--- src/rtl/multicycle_decode.sv ---
// Multicycle ARM control FSM: sequences fetch/decode/memory/ALU/branch steps,
// gates side effects on CondEx, and runs a start/done handshake with an FP adder.
module multicycle_decode #(
    parameter int ALUCTRL_W  = 3,
    parameter int FP_EN      = 1,
    parameter int FP_TIMEOUT = 16
) (
    input  logic                 clk,
    input  logic                 reset,
    input  logic [1:0]           Op,
    input  logic [5:0]           Funct,
    input  logic [3:0]           Rd,
    input  logic                 CondEx,
    input  logic                 FPDone,
    output logic                 PCWrite,
    output logic                 IRWrite,
    output logic                 RegWrite,
    output logic                 MemWrite,
    output logic                 AdrSrc,
    output logic [1:0]           ResultSrc,
    output logic                 ALUSrcA,
    output logic [1:0]           ALUSrcB,
    output logic [1:0]           ImmSrc,
    output logic [1:0]           RegSrc,
    output logic [ALUCTRL_W-1:0] ALUControl,
    output logic [1:0]           FlagW,
    output logic                 FPStart,
    output logic                 FPErr,
    output logic                 IllegalOp
);

    localparam int              CNT_W    = $clog2(FP_TIMEOUT);
    localparam logic [CNT_W-1:0] CNT_LAST = CNT_W'(FP_TIMEOUT - 1);

    typedef enum logic [3:0] {
        FETCH  = 4'd0,
        DECODE = 4'd1,
        MEMADR = 4'd2,
        MEMRD  = 4'd3,
        MEMWB  = 4'd4,
        MEMWR  = 4'd5,
        EXECR  = 4'd6,
        EXECI  = 4'd7,
        ALUWB  = 4'd8,
        BRANCH = 4'd9,
        FPWAIT = 4'd10
    } state_t;

    typedef struct packed {
        logic       pc_write;
        logic       ir_write;
        logic       reg_write;
        logic       mem_write;
        logic       adr_src;
        logic [1:0] result_src;
        logic       alu_src_a;
        logic [1:0] alu_src_b;
        logic [1:0] imm_src;
        logic [1:0] reg_src;
        logic [2:0] alu_ctrl;
        logic [1:0] flag_w;
        logic       fp_start;
        logic       fp_err;
        logic       illegal;
    } ctrl_t;

    state_t           state_q, state_d;
    logic [CNT_W-1:0] cnt_q, cnt_d;
    logic             run_q, run_d;
    ctrl_t            ctrl;
    logic [2:0]       alu_op;
    logic             alu_undef;
    logic             is_fadd;
    logic             is_addsub;
    logic             rd_is_pc;
    logic [2:0]       alu_ctrl3;

    // run_q holds the FSM (and the outputs) idle until the first edge after reset release.
    assign run_d    = 1'b1;
    assign rd_is_pc = (Rd == 4'hF);

    // NOTE: the reset branch clears every flop asynchronously; outputs are gated by run_q, not reset.
    always_ff @(posedge clk or negedge reset) begin
        if (!reset) begin
            state_q <= FETCH;
            cnt_q   <= '0;
            run_q   <= 1'b0;
        end else begin
            // NOTE: non-blocking assignments keep all flops updating from pre-edge values.
            state_q <= state_d;
            cnt_q   <= cnt_d;
            run_q   <= run_d;
        end
    end

    always_comb begin
        alu_op    = 3'b000;
        alu_undef = 1'b0;
        is_fadd   = 1'b0;
        unique case (Funct[4:1])
            4'b0100: alu_op = 3'b000;
            4'b0010: alu_op = 3'b001;
            4'b0000: alu_op = 3'b010;
            4'b1100: begin
                if (FP_EN != 0) begin
                    alu_op  = 3'b100;
                    is_fadd = 1'b1;
                end else begin
                    alu_op  = 3'b011;
                end
            end
            default: alu_undef = 1'b1;
        endcase
        is_addsub = (Funct[4:1] == 4'b0100) || (Funct[4:1] == 4'b0010);
    end

    always_comb begin
        // NOTE: defaults first so every path assigns every signal and no latch is inferred.
        ctrl    = '0;
        state_d = FETCH;
        case (state_q)
            FETCH: begin
                ctrl.ir_write   = 1'b1;
                ctrl.alu_src_a  = 1'b1;
                ctrl.alu_src_b  = 2'b10;
                ctrl.result_src = 2'b10;
                ctrl.pc_write   = 1'b1;
                state_d         = DECODE;
            end
            DECODE: begin
                ctrl.alu_src_a  = 1'b1;
                ctrl.alu_src_b  = 2'b10;
                ctrl.result_src = 2'b10;
                case (Op)
                    2'b01:   state_d = MEMADR;
                    2'b00:   state_d = Funct[5] ? EXECI : EXECR;
                    2'b10:   state_d = BRANCH;
                    default: ctrl.illegal = 1'b1;
                endcase
            end
            MEMADR: begin
                ctrl.alu_src_b = 2'b01;
                ctrl.imm_src   = 2'b01;
                state_d        = Funct[0] ? MEMRD : MEMWR;
            end
            MEMRD: begin
                ctrl.adr_src = 1'b1;
                state_d      = MEMWB;
            end
            MEMWB: begin
                ctrl.result_src = 2'b01;
                ctrl.reg_write  = CondEx;
                ctrl.pc_write   = CondEx & rd_is_pc;
            end
            MEMWR: begin
                ctrl.adr_src   = 1'b1;
                ctrl.mem_write = CondEx;
                ctrl.reg_src   = 2'b10;
            end
            EXECR, EXECI: begin
                ctrl.alu_src_b = (state_q == EXECI) ? 2'b01 : 2'b00;
                if (alu_undef) begin
                    ctrl.illegal = 1'b1;
                end else if (is_fadd) begin
                    // Flags for FADD are written only once the adder reports a result.
                    ctrl.alu_ctrl = alu_op;
                    ctrl.fp_start = 1'b1;
                    state_d       = FPWAIT;
                end else begin
                    ctrl.alu_ctrl  = alu_op;
                    ctrl.flag_w[1] = Funct[0] & CondEx;
                    ctrl.flag_w[0] = Funct[0] & CondEx & is_addsub;
                    state_d        = ALUWB;
                end
            end
            ALUWB: begin
                ctrl.reg_write = CondEx;
                ctrl.pc_write  = CondEx & rd_is_pc;
            end
            BRANCH: begin
                ctrl.alu_src_b  = 2'b01;
                ctrl.imm_src    = 2'b10;
                ctrl.result_src = 2'b10;
                ctrl.pc_write   = CondEx;
            end
            FPWAIT: begin
                ctrl.alu_ctrl = 3'b100;
                if (FPDone) begin
                    ctrl.flag_w = {Funct[0] & CondEx, 1'b0};
                    state_d     = ALUWB;
                end else if (cnt_q == CNT_LAST) begin
                    ctrl.fp_err = 1'b1;
                end else begin
                    state_d = FPWAIT;
                end
            end
            default: state_d = FETCH;
        endcase

        cnt_d = (state_q == FPWAIT && state_d == FPWAIT) ? cnt_q + CNT_W'(1) : '0;
        if (!run_q) begin
            state_d = FETCH;
            cnt_d   = '0;
        end
    end

    assign {PCWrite, IRWrite, RegWrite, MemWrite, AdrSrc, ResultSrc, ALUSrcA, ALUSrcB,
            ImmSrc, RegSrc, alu_ctrl3, FlagW, FPStart, FPErr, IllegalOp} = run_q ? ctrl : '0;
    assign ALUControl = ALUCTRL_W'(alu_ctrl3);

endmodule
--- config.mk ---
export PLATFORM = sky130hd
export DESIGN_NAME = multicycle_decode
export DESIGN_NICKNAME = d
export VERILOG_FILES = /design/src/rtl/multicycle_decode.sv
export SDC_FILE = /design/constraint.sdc
export NUM_CORES = 1
export LEC_CHECK = 0
export BUFFER_PORTS_ARGS = -buffer_cell sky130_fd_sc_hd__clkbuf_2
export CORE_MARGIN = 2
export CORE_UTILIZATION = 45
export DETAILED_ROUTE_END_ITERATION = 16
export GPL_TIMING_DRIVEN = 0
export PLACE_DENSITY = 0.81
export SYNTH_ARGS = -nofsm -noshare
export SYNTH_HDL_FRONTEND = slang
export SYNTH_SLANG_ARGS = --single-unit
--- constraint.sdc ---
create_clock -name clk -period 2.6 [get_ports clk]
set_clock_uncertainty 0.2 [all_clocks]
set_input_delay 0.26 -clock clk [delete_from_list [all_inputs] [get_ports clk]]
set_output_delay 0.26 -clock clk [all_outputs]
set_load 0.03 [all_outputs]
==> summary.md, run 1 <==
| Metric | Value |
|---|---|
| Die width | around 47 microns |
| Max FO, Critical Path | 7 |
| Synth top cells by count | nor2_1, dfrtp_1, nor3_1, a21oi_1, nand2_1 |
| Fmax | roughly 450 MHz |
| Area Growth Syn to Fin | 30.1% |
| Cell variety after synth | 38 |
| Starting Density | 0.477 |
| Synth area leaders | dfrtp_1, nor3_1, nor2_1 |
| Number of synthesized register bits | 9 |
| Placed insts | 167 |
| Vias in the first global route | 690 |
| Core area | about 0.0017 sq mm |
| TritonCTS Buffers | 3 |
| Final Wtd Congestion | 0.820 |
| Ys async rst share | 1.00 |
| Later-pin clock latency in the skew report | 0.25 ns |
| CTS resizes | 0 |
| Pre-Repair DR Iteration Count | 4 |
| Tightest Hold Check Type | input pin to flop |
| First-pass GRT wire length | around 3000 microns |
| Post-synth EDFFs | 0 |
| Tmin final | roughly 2.2 ns |
| Cell Rows | 15 |
| Synth warn | 0 |
| Via/cell ratio | just over 5 |
| Non-Filler Instances | approximately 170 |
| Tcrit/Tclk final | 0.853 |
| Final Hold Fails | 0 |
| 1st-iter DRT viols | 26 |
| # setup viols final | 0 |
| CTS root buffer | clkbuf_4 |
| Setup Crit Path Kind | flop to primary output |
| Max-cap violations | 0 |
| DRT antenna net count | 0 |
| Leak | around 0.48 nW |
| Syn nets | around 120 |
| Die area | ~0.0022 sq mm |
| RSZ-0062 raised after global routing | false |
| Multi-input gate area | roughly 550 sq um |
| H-Tree Depth | 1 |
| Antenna diodes | 0 |
| # port buffers | 36 |
| Setup TNS | 0 ns |
| Worst vdd ir | 0.345 mV |
| Post-CTS Hold Fix Bufs | 1 |
| Largest net degree at the start of global routing | 11 |
| Top-area cell type share of the netlist area | 0.274 |
| Synth Instances | 106 |
| FF+latch area | about 230 sq um |
| Global router's overall resource usage | 0.192 |
| Sequential fraction of the synthesis area | 0.274 |
| Final #Nets | 165 |
| Top-count cell post-synth | nor2_1 |
| CTS tree | yes |
| Post-layout util | 0.620 |
| Share of layout cells above drive strength 1 | 0.306 |
| CP Launch Type | flop |
| CP Capture Type | primary output |
| Syn_area_per_cell | 7.77 sq um |
| Clk buf depth | 2 |
| Initial antenna violation count | 0 |
| Most used DFF post-synth | dfrtp_1 |
| Post-DP HPWL | around 1500 microns |
| Design Power | approximately 0.38 mW |
| DR DRC count | 0 |
| Wire length per cell | around 11 microns |
| Mapped Area | 823 sq um |
| Register clock-pin slew on the reported worst setup and hold paths | approximately 0.050 ns |
| Setup Fix Bufs, Post-CTS | 0 |
| Leading area contributor after synthesis | dfrtp_1 |
| IO Count | 38 |
| Clk sink count | 9 |
| CP required | roughly 2.1 ns |
| Hold Slack | 0.126 ns |
| Die Ht | roughly 47 microns |
| WL final | between 1500 and 2000 microns |
| Gr ovfl total | 0 |
| Final Max Slew Viols | 0 |
| Total vias in the final route | 891 |
| Outcome | completed |
| Pwr/cell area | about 350 mW/mm^2 |
| Fillers | 160 |
| WP data arrival | 1.76 ns |
==> sequential cells by signal (all words and copies together), names as in the netlist <==
signal and count:
cnt_q 4, state_q 4, run_q 1
==> worst paths after layout <==
path,to,start,slack (ns),cells after the start
min in group asynchronous,cnt_q[1],reset,0.18,2
worst min register to register,cnt_q[0],cnt_q[0],0.31,1
worst max-delay path,FlagW[0],state_q[3],0.38,4
worst min-delay path,state_q[0],Funct[5],0.13,3
max in group asynchronous,state_q[0],reset,1.83,2
worst max register to register,cnt_q[0],state_q[0],0.93,4
==> worst max-delay path: stages, from the launching register on <==
cell      delay (ns)
dfrtp_1         0.43
nand2b_1        0.23
or3_1           0.42
nor3_1          0.19
clkbuf_2        0.23
==> through the flow <==
stage | setup slack (ns) | area (sq um)
after global routing | 0.217 | 1070
after floorplan | 0.330 | 823
after global placement | 0.660 | 1030
final | 0.382 | 1070
after detailed placement | 0.647 | 1030
after CTS | 0.364 | 1070
==> power breakdown <==
part / total, mW / internal [mW] / switching, mW
logic: 0.126 / 0.0475 / 0.0785
registers: 0.150 / 0.145 / 0.00527
clock network: 0.100 / 0.0587 / 0.0416
total: 0.376 / 0.251 / 0.125
==> layer usage <==
layer	share of wire	track usage
met1	0.48	0.275
met2	0.45	0.288
met3	0.064	0.0538
met4	0	0.0500
met5	0	0
==> placed cells by master, fill, tap and decap left out, types with 4 or more instances in the layout <==
cell type / n
clkbuf_2: 36
nor2_1: 10
nor3_1: 9
dfrtp_1: 9
a21oi_1: 7
nand2_1: 6
clkbuf_1: 5
inv_1: 4
nor3b_1: 4
o21ai_0: 4
nand2b_1: 4
xnor2_1: 4
==> final cells by class <==
class	count	share of cell area
timing repair buffer	37	0.178
buffer	7	0.0327
clock buffer	4	0.0245
sequential	9	0.210
inverter	4	0.0140
tap	25	0.0292
multi-input combinational	86	0.512
==> cell families (layout without fill, tap and decap cells) <==
group,count (synthesis),count (layout),share of synthesized area
adder cells (fa/ha/maj),1,1,0.0152
XOR/XNOR,4,4,0.0425
flip-flops,9,9,0.274
other,2,2,0.00912
AND/OR/NAND/NOR,55,55,0.394
multiplexers,1,1,0.0182
buffers and inverters,11,52,0.0608
AO/OA/AOI/OAI,23,23,0.187
(Power assumes the default switching activity.)
==> inputs of run 2 (changes only) <==
- ABC_AREA: not set -> 1
- RECOVER_POWER: not set -> 25
- SLEW_MARGIN: not set -> 20
==> run 2 against run 1 <==
Effect of this change:
- sequential power grew 3%
- cell count grew 12%
- global-route usage grew 1.0 points
- maximum frequency grew 8.8%
- hold slack lost 0.038 ns
- area after synthesis shrank 0.15%
- critical path depth grew 1
- clock-buffer cell count is the same
- clock power grew 7%
- power grew 10%
- die area shrank 0.15%
- critical path type unchanged
==> summary.md, run 2 <==
| Metric | Value |
|---|---|
| Reg-to-Reg Start | cnt_q[0] (was state_q[0]) |
| Antenna diodes | 0 (unchanged) |
| Leak | 0.566 nW (was 0.476 nW) |
| Number of synthesized register bits | 9 (unchanged) |
| Cell Rows | 15 (unchanged) |
| CTS root buffer | clkbuf_4 (unchanged) |
| Synth area leaders | dfrtp_1, nand2_1, nor2_1 (was dfrtp_1, nor3_1, nor2_1) |
| Register clock-pin slew on the reported worst setup and hold paths | 0.06 ns (was 0.05 ns) |
| Post-layout util | 0.619 (was 0.620) |
| Post-synth EDFFs | 0 (unchanged) |
| WP data arrival | 1.58 ns (was 1.76 ns) |
| DRT antenna net count | 0 (unchanged) |
| Top-area cell type share of the netlist area | 0.274 (about the same) |
| Pre-Repair DR Iteration Count | 4 (unchanged) |
| Largest net degree at the start of global routing | 11 (unchanged) |
| Fillers | 177 (was 160) |
| Worst vdd ir | 0.356 mV (was 0.345 mV) |
| Max FO, Critical Path | 5 (was 7) |
| DR DRC count | 0 (unchanged) |
| Total vias in the final route | 931 (was 891) |
| Area Growth Syn to Fin | 30.0% (was 30.1%) |
| Reg2reg path depth | 6 (was 4) |
| Wire length per cell | 10.1 microns (was 11.0 microns) |
| Clk buf depth | 2 (unchanged) |
| CTS tree | yes (unchanged) |
| CP Capture Type | primary output (unchanged) |
| Via/cell ratio | 4.85 (was 5.18) |
| Tightest Hold Check Type | input pin to flop (unchanged) |
| 1st-iter DRT viols | 12 (was 26) |
| Vias in the first global route | 801 (was 690) |
| Syn nets | 143 (was 123) |
| # setup viols final | 0 (unchanged) |
| CP required | 2.14 ns (about the same) |
| Most used DFF post-synth | dfrtp_1 (unchanged) |
| WL final | 1930 microns (was 1890 microns) |
| Min-delay src | Funct[5] (unchanged) |
| Starting Density | 0.476 (was 0.477) |
| Initial antenna violation count | 0 (unchanged) |
| Share of layout cells above drive strength 1 | 0.353 (was 0.306) |
| Gr ovfl total | 0 (unchanged) |
| H-Tree Depth | 1 (unchanged) |
| TritonCTS Buffers | 3 (unchanged) |
| Setup Crit Path Kind | flop to primary output (unchanged) |
| FF-to-FF setup slack | 1.10 ns (was 0.93 ns) |
| Tcrit/Tclk final | 0.785 (was 0.853) |
| Die area | 0.00218 sq mm (was 0.00219 sq mm) |
| Final Hold Fails | 0 (unchanged) |
| RSZ-0062 raised after global routing | false (unchanged) |
| Cell variety after synth | 24 (was 38) |
| Clk sink count | 9 (unchanged) |
| FF-to-FF End | cnt_q[0] (unchanged) |
| Synth warn | 0 (unchanged) |
| Synth Instances | 126 (was 106) |
| Max-cap violations | 0 (unchanged) |
| Syn_area_per_cell | 6.52 sq um (was 7.77 sq um) |
| Tmin final | 2.04 ns (was 2.22 ns) |
| Final Max Slew Viols | 0 (unchanged) |
| Pwr/cell area | 388 mW/mm^2 (was 351 mW/mm^2) |
| Ys async rst share | 1.00 (unchanged) |
| Leading cell type in the layout, fill and taps excluded | clkbuf_2 (unchanged) |
| Global router's overall resource usage | 0.203 (was 0.192) |
| IO Count | 38 (unchanged) |
| WHS Endpoint | state_q[0] (unchanged) |
| First-pass GRT wire length | 3180 microns (was 3020 microns) |
| Post-DP HPWL | 1640 microns (was 1520 microns) |
| Biggest regs | cnt_q x4, state_q x4, run_q x1 (unchanged) |
| Fmax | 490 MHz (was 451 MHz) |
| Die width | 46.7 microns (was 46.8 microns) |
| Worst Hold Depth | 3 (unchanged) |
| Outcome | completed (unchanged) |
| Commonest cells after routing, fill and taps aside | clkbuf_2, nand2_1, nor2_1 (was clkbuf_2, nor2_1, nor3_1, dfrtp_1, a21oi_1) |
| Synth top cells by count | nand2_1, nor2_1, inv_1, dfrtp_1, nor3_1 (was nor2_1, dfrtp_1, nor3_1, a21oi_1, nand2_1) |
| Mapped Area | 822 sq um (was 823 sq um) |
| Core area | 0.00173 sq mm (unchanged) |
| CP Launch Type | flop (unchanged) |
| Final #Nets | 185 (was 165) |
| Sequential fraction of the synthesis area | 0.274 (about the same) |
| Leading area contributor after synthesis | dfrtp_1 (unchanged) |
| Setup TNS | 0 ns (unchanged) |
| Top-count cell post-synth | nand2_1 (was nor2_1) |
| Later-pin clock latency in the skew report | 0.26 ns (was 0.25 ns) |
| # port buffers | 36 (unchanged) |
| Die Ht | 46.7 microns (was 46.8 microns) |
| Final Wtd Congestion | 0.845 (was 0.820) |
-- run 2: cell types whose count changed in the layout (fill, tap and decap cells not counted), moves of 5 or more --
| cell | previous run | this run |
|---|---|---|
| inv_1 | 4 | 16 |
| nand3_1 | 2 | 7 |
| nor2_1 | 10 | 17 |
| nor2_2 | 0 | 6 |
| nand2_1 | 6 | 21 |
-- run 2: logic make-up after synthesis --
family | synth area share
xor gates and xnor gates | 0.0213
adders and majority gates | 0.0152
DFF | 0.274
other | 0.00914
buffers and inverters | 0.151
and+or+nand+nor | 0.428
AOI/OAI and AO/OA | 0.102
-- run 2: area by class of cell --
| class | instances | area, sq um | area share |
|---|---|---|---|
| plain buffers | 5 | 48.8 | 0.0457 |
| inverters | 20 | 75.1 | 0.0703 |
| repair buffers | 37 | 189 | 0.177 |
| multi-input cells | 92 | 473 | 0.443 |
| well taps | 25 | 31.3 | 0.0293 |
| clock buffers | 4 | 26.3 | 0.0246 |
| flip-flops and latches | 9 | 225 | 0.211 |
-- run 2: power by group --
part	internal, mW	switching [mW]	leakage, nW
clock network	0.0591	0.0484	0.0150
logic	0.0492	0.104	0.429
registers	0.146	0.00816	0.121
total	0.255	0.160	0.566
-- run 2: through the flow --
stage	hold slack, ns	area [sq um]	total power [mW]	std cells	setup slack [ns]
2_1_floorplan	-0.236	822	0.263	126	0.400
3_3_place_gp	-0.0796	1030	0.306	187	0.901
3_5_place_dp	-0.0754	1030	0.309	187	0.840
4_1_cts	0.0863	1070	0.417	192	0.549
5_1_grt	0.121	1070	0.447	192	0.438
6_report	0.0883	1070	0.415	192	0.560
-- run 2: critical path: stages (launching register included) --
cell      delay [ns]
dfrtp_1         0.44
nor2_2          0.19
inv_2           0.06
nor3_1          0.26
buf_4           0.17
clkbuf_2        0.19
-- run 2: what timing repair did --
action                    CTS  global route
gates resized for setup     0             0
setup buffers               0             0
hold buffers                1             0
hold endpoints to repair    9             0
-- run 2: worst max path at each step --
| stage | start | slack (ns) | to | cells after the start |
|---|---|---|---|---|
| after global routing | state_q[2] | 0.44 | ALUSrcB[1] | 5 |
| after detailed placement | state_q[2] | 0.84 | ALUSrcB[1] | 5 |
| final | state_q[2] | 0.56 | ALUSrcB[1] | 5 |
| after CTS | state_q[2] | 0.55 | ALUSrcB[1] | 5 |
| after global placement | state_q[2] | 0.90 | ALUSrcB[1] | 5 |
| after floorplan | state_q[2] | 0.40 | ResultSrc[1] | 4 |
-- run 2: metal layers --
metal	GRT usage	vias up	share of wire
met5	0	-	0
met4	0.0333	0	0.0047
met2	0.344	28	0.52
met1	0.263	415	0.42
met3	0.0577	2	0.051
li1	-	486	-
==> inputs of run 3 (changes only) <==
- ABC_AREA: 1 -> 0
- clock period: 2.6 -> 2 ns (I/O delays scaled with it)
==> run 3 against run 2 <==
Effect of this change:
- the flow now finishes with violations (setup timing)
- flip-flop and latch count is the same
- critical path depth grew 1
- sequential power grew 31%
- clock-buffer cell count is the same
- largest power group is now combinational cells
==> summary.md, run 3 (synthesis results as in run 1) <==
| Metric | Value |
|---|---|
| Clk sink count | 9 (unchanged) |
| Die width | 46.8 microns (was 46.7 microns) |
| Starting Density | 0.477 (was 0.476) |
| Biggest regs | cnt_q x4, state_q x4, run_q x1 (unchanged) |
| Antenna diodes | 0 (unchanged) |
| Final Wtd Congestion | 0.804 (was 0.845) |
| CP Capture Type | primary output (unchanged) |
| Met3 routed WL | 183 microns (was 99 microns) |
| Violated checks | setup timing |
| Wl on met1 | 1130 microns (was 816 microns) |
| Design Power | 0.555 mW (was 0.415 mW) |
| Pwr/cell area | 415 mW/mm^2 (was 388 mW/mm^2) |
| Wire length per cell | 14.4 microns (was 10.1 microns) |
| Critical-path cell list | buf_4 > clkbuf_4 > inv_1 > nor2_1 > nor3_1 > clkbuf_2 (was nor2_2 > inv_2 > nor3_1 > buf_4 > clkbuf_2) |
| Core area | 0.00173 sq mm (unchanged) |
| Tcrit/Tclk final | 1.01 |
| Gr ovfl total | 0 (unchanged) |
| Register clock-pin slew on the reported worst setup and hold paths | 0.06 ns (about the same) |
| Leading cell type in the layout, fill and taps excluded | clkbuf_2 (unchanged) |
| Met2 WL post-DR | 1280 microns (was 1010 microns) |
| Global router's overall resource usage | 0.240 (was 0.203) |
| CTS root buffer | clkbuf_4 (unchanged) |
| Worst vdd ir | 0.448 mV (was 0.356 mV) |
| IO Count | 38 (unchanged) |
| Share of layout cells above drive strength 1 | 0.522 (was 0.353) |
| RSZ-0062 raised after global routing | true (was false) |
| Max FO, Critical Path | 7 (was 5) |
| Largest net degree at the start of global routing | 11 (unchanged) |
| Die Ht | 46.8 microns (was 46.7 microns) |
| Placed insts | 167 (was 187) |
| Top delay family on crit path | buffers and inverters (was simple AND/OR/NAND/NOR gates) |
| Pre-Repair DR Iteration Count | 4 (unchanged) |
| Total vias in the final route | 1,036 (was 931) |
| Max-cap violations | 0 (unchanged) |
| DRT antenna net count | 0 (unchanged) |
| Fin worst setup slack | -0.0194 ns (was 0.560 ns) |
| Area Growth Syn to Fin | 62.5% (was 30.0%) |
| H-Tree Depth | 1 (unchanged) |
| Final Max Slew Viols | 0 (unchanged) |
| CP Buf/Inv Count | 4 (was 3) |
| CP Launch Type | flop (unchanged) |
| Top layer used by detailed routing | met4 (unchanged) |
| Leak | 0.601 nW (was 0.566 nW) |
| DR DRC count | 0 (unchanged) |
| Final #Nets | 177 (was 185) |
| Max stage delay on crit path | 0.45 ns (was 0.44 ns) |
| Critical Path Slowest Stage Cell | dfrtp_2 (was dfrtp_1) |
| Fmax | about 500 MHz |
| CP required | 1.60 ns (was 2.14 ns) |
| WP data arrival | 1.62 ns (was 1.58 ns) |
| Cell Rows | 15 (unchanged) |
| # port buffers | 36 (unchanged) |
| Die area | 0.00219 sq mm (was 0.00218 sq mm) |
| Clk buf depth | 2 (unchanged) |
| Setup Crit Path Kind | flop to primary output (unchanged) |
| Hold Slack | 0.0522 ns (was 0.0883 ns) |
| Tightest Hold Check Type | input pin to flop (unchanged) |
| # setup viols final | 2 (was 0) |
| Commonest cells after routing, fill and taps aside | clkbuf_2, buf_4, nor2_1 (was clkbuf_2, nand2_1, nor2_1) |
| Post-DP HPWL | 1680 microns (was 1640 microns) |
| WL final | 2650 microns (was 1930 microns) |
| Setup TNS | -0.0250 ns (was 0 ns) |
| Initial antenna violation count | 0 (unchanged) |
| First-pass GRT wire length | 3770 microns (was 3180 microns) |
| Non-Filler Instances | 184 (was 192) |
| Later-pin clock latency in the skew report | 0.26 ns (about the same) |
| Vias in the first global route | 884 (was 801) |
| Via/cell ratio | 5.63 (was 4.85) |
| TritonCTS Buffers | 3 (unchanged) |
| CTS tree | yes (unchanged) |
| Tmin final | roughly 2.0 ns |
| Fillers | 118 (was 177) |
| 1st-iter DRT viols | 30 (was 12) |
| Outcome | finished, violations left (was completed) |
| Final Hold Fails | 0 (unchanged) |
-- run 3: cell types whose count changed in the layout (fill, tap and decap cells not counted), moves of 9 or more --
cell,previous run,this run
buf_4,2,18
nand2_1,21,5
inv_1,16,4
clkbuf_2,35,25
nor2_1,17,8
-- run 3: final cells by class --
| type | instances | area [sq um] | share of cell area |
|---|---|---|---|
| Multi-Input combinational cell | 86 | 636 | 0.475 |
| Timing Repair Buffer | 50 | 345 | 0.258 |
| Sequential cell | 9 | 231 | 0.173 |
| Buffer | 6 | 52.6 | 0.0393 |
| Tap cell | 25 | 31.3 | 0.0234 |
| Clock buffer | 4 | 26.3 | 0.0196 |
| Inverter | 4 | 15.0 | 0.0112 |
-- run 3: through the flow --
stage,utilization,cell area (sq um),worst slack (ns)
global route,0.775,1340,-0.0783
detailed placement,0.620,1070,0.0435
CTS,0.720,1240,-0.0206
finish,0.775,1340,-0.0194
global placement,0.620,1070,0.0856
floorplan,-,860,-0.0287
-- run 3: timing repair --
item                                    in CTS  in global routing
gates cloned                                 1                  0
endpoints found under the setup margin      16                 11
hold endpoints to repair                     9                  0
buffers inserted                             6                  6
hold buffers                                 1                  0
pin swaps                                    6                  4
resized for setup                           26                 27
-- run 3: routing by layer --
metal  global-route usage  vias to the layer above
met1                0.326                      483
met3               0.0462                        8
met4               0.0833                        0
met2                0.384                       56
li1                     -                      489
met5                    0                        -
-- run 3: final timing paths --
check / cells after the start / slack, ns / endpoint / start
max: 6 / -0.02 / ResultSrc[1] / state_q[3]
min in group asynchronous: 2 / 0.20 / cnt_q[1] / reset
min reg2reg: 1 / 0.32 / cnt_q[0] / cnt_q[0]
min: 3 / 0.05 / state_q[0] / Funct[5]
max in group asynchronous: 2 / 1.04 / state_q[0] / reset
max reg2reg: 4 / 0.41 / state_q[3] / cnt_q[0]
-- run 3: worst min-delay path, delay by kind of cell --
family | cells | cell delay [ns]
buf+inv | 1 | 0.08
compound gates | 2 | 0.19
-- run 3: report_power, final --
group	leakage, nW	internal, mW	switching (mW)
registers	0.114	0.190	0.0132
logic	0.472	0.0955	0.120
clock network	0.0150	0.0766	0.0597
total	0.601	0.362	0.193
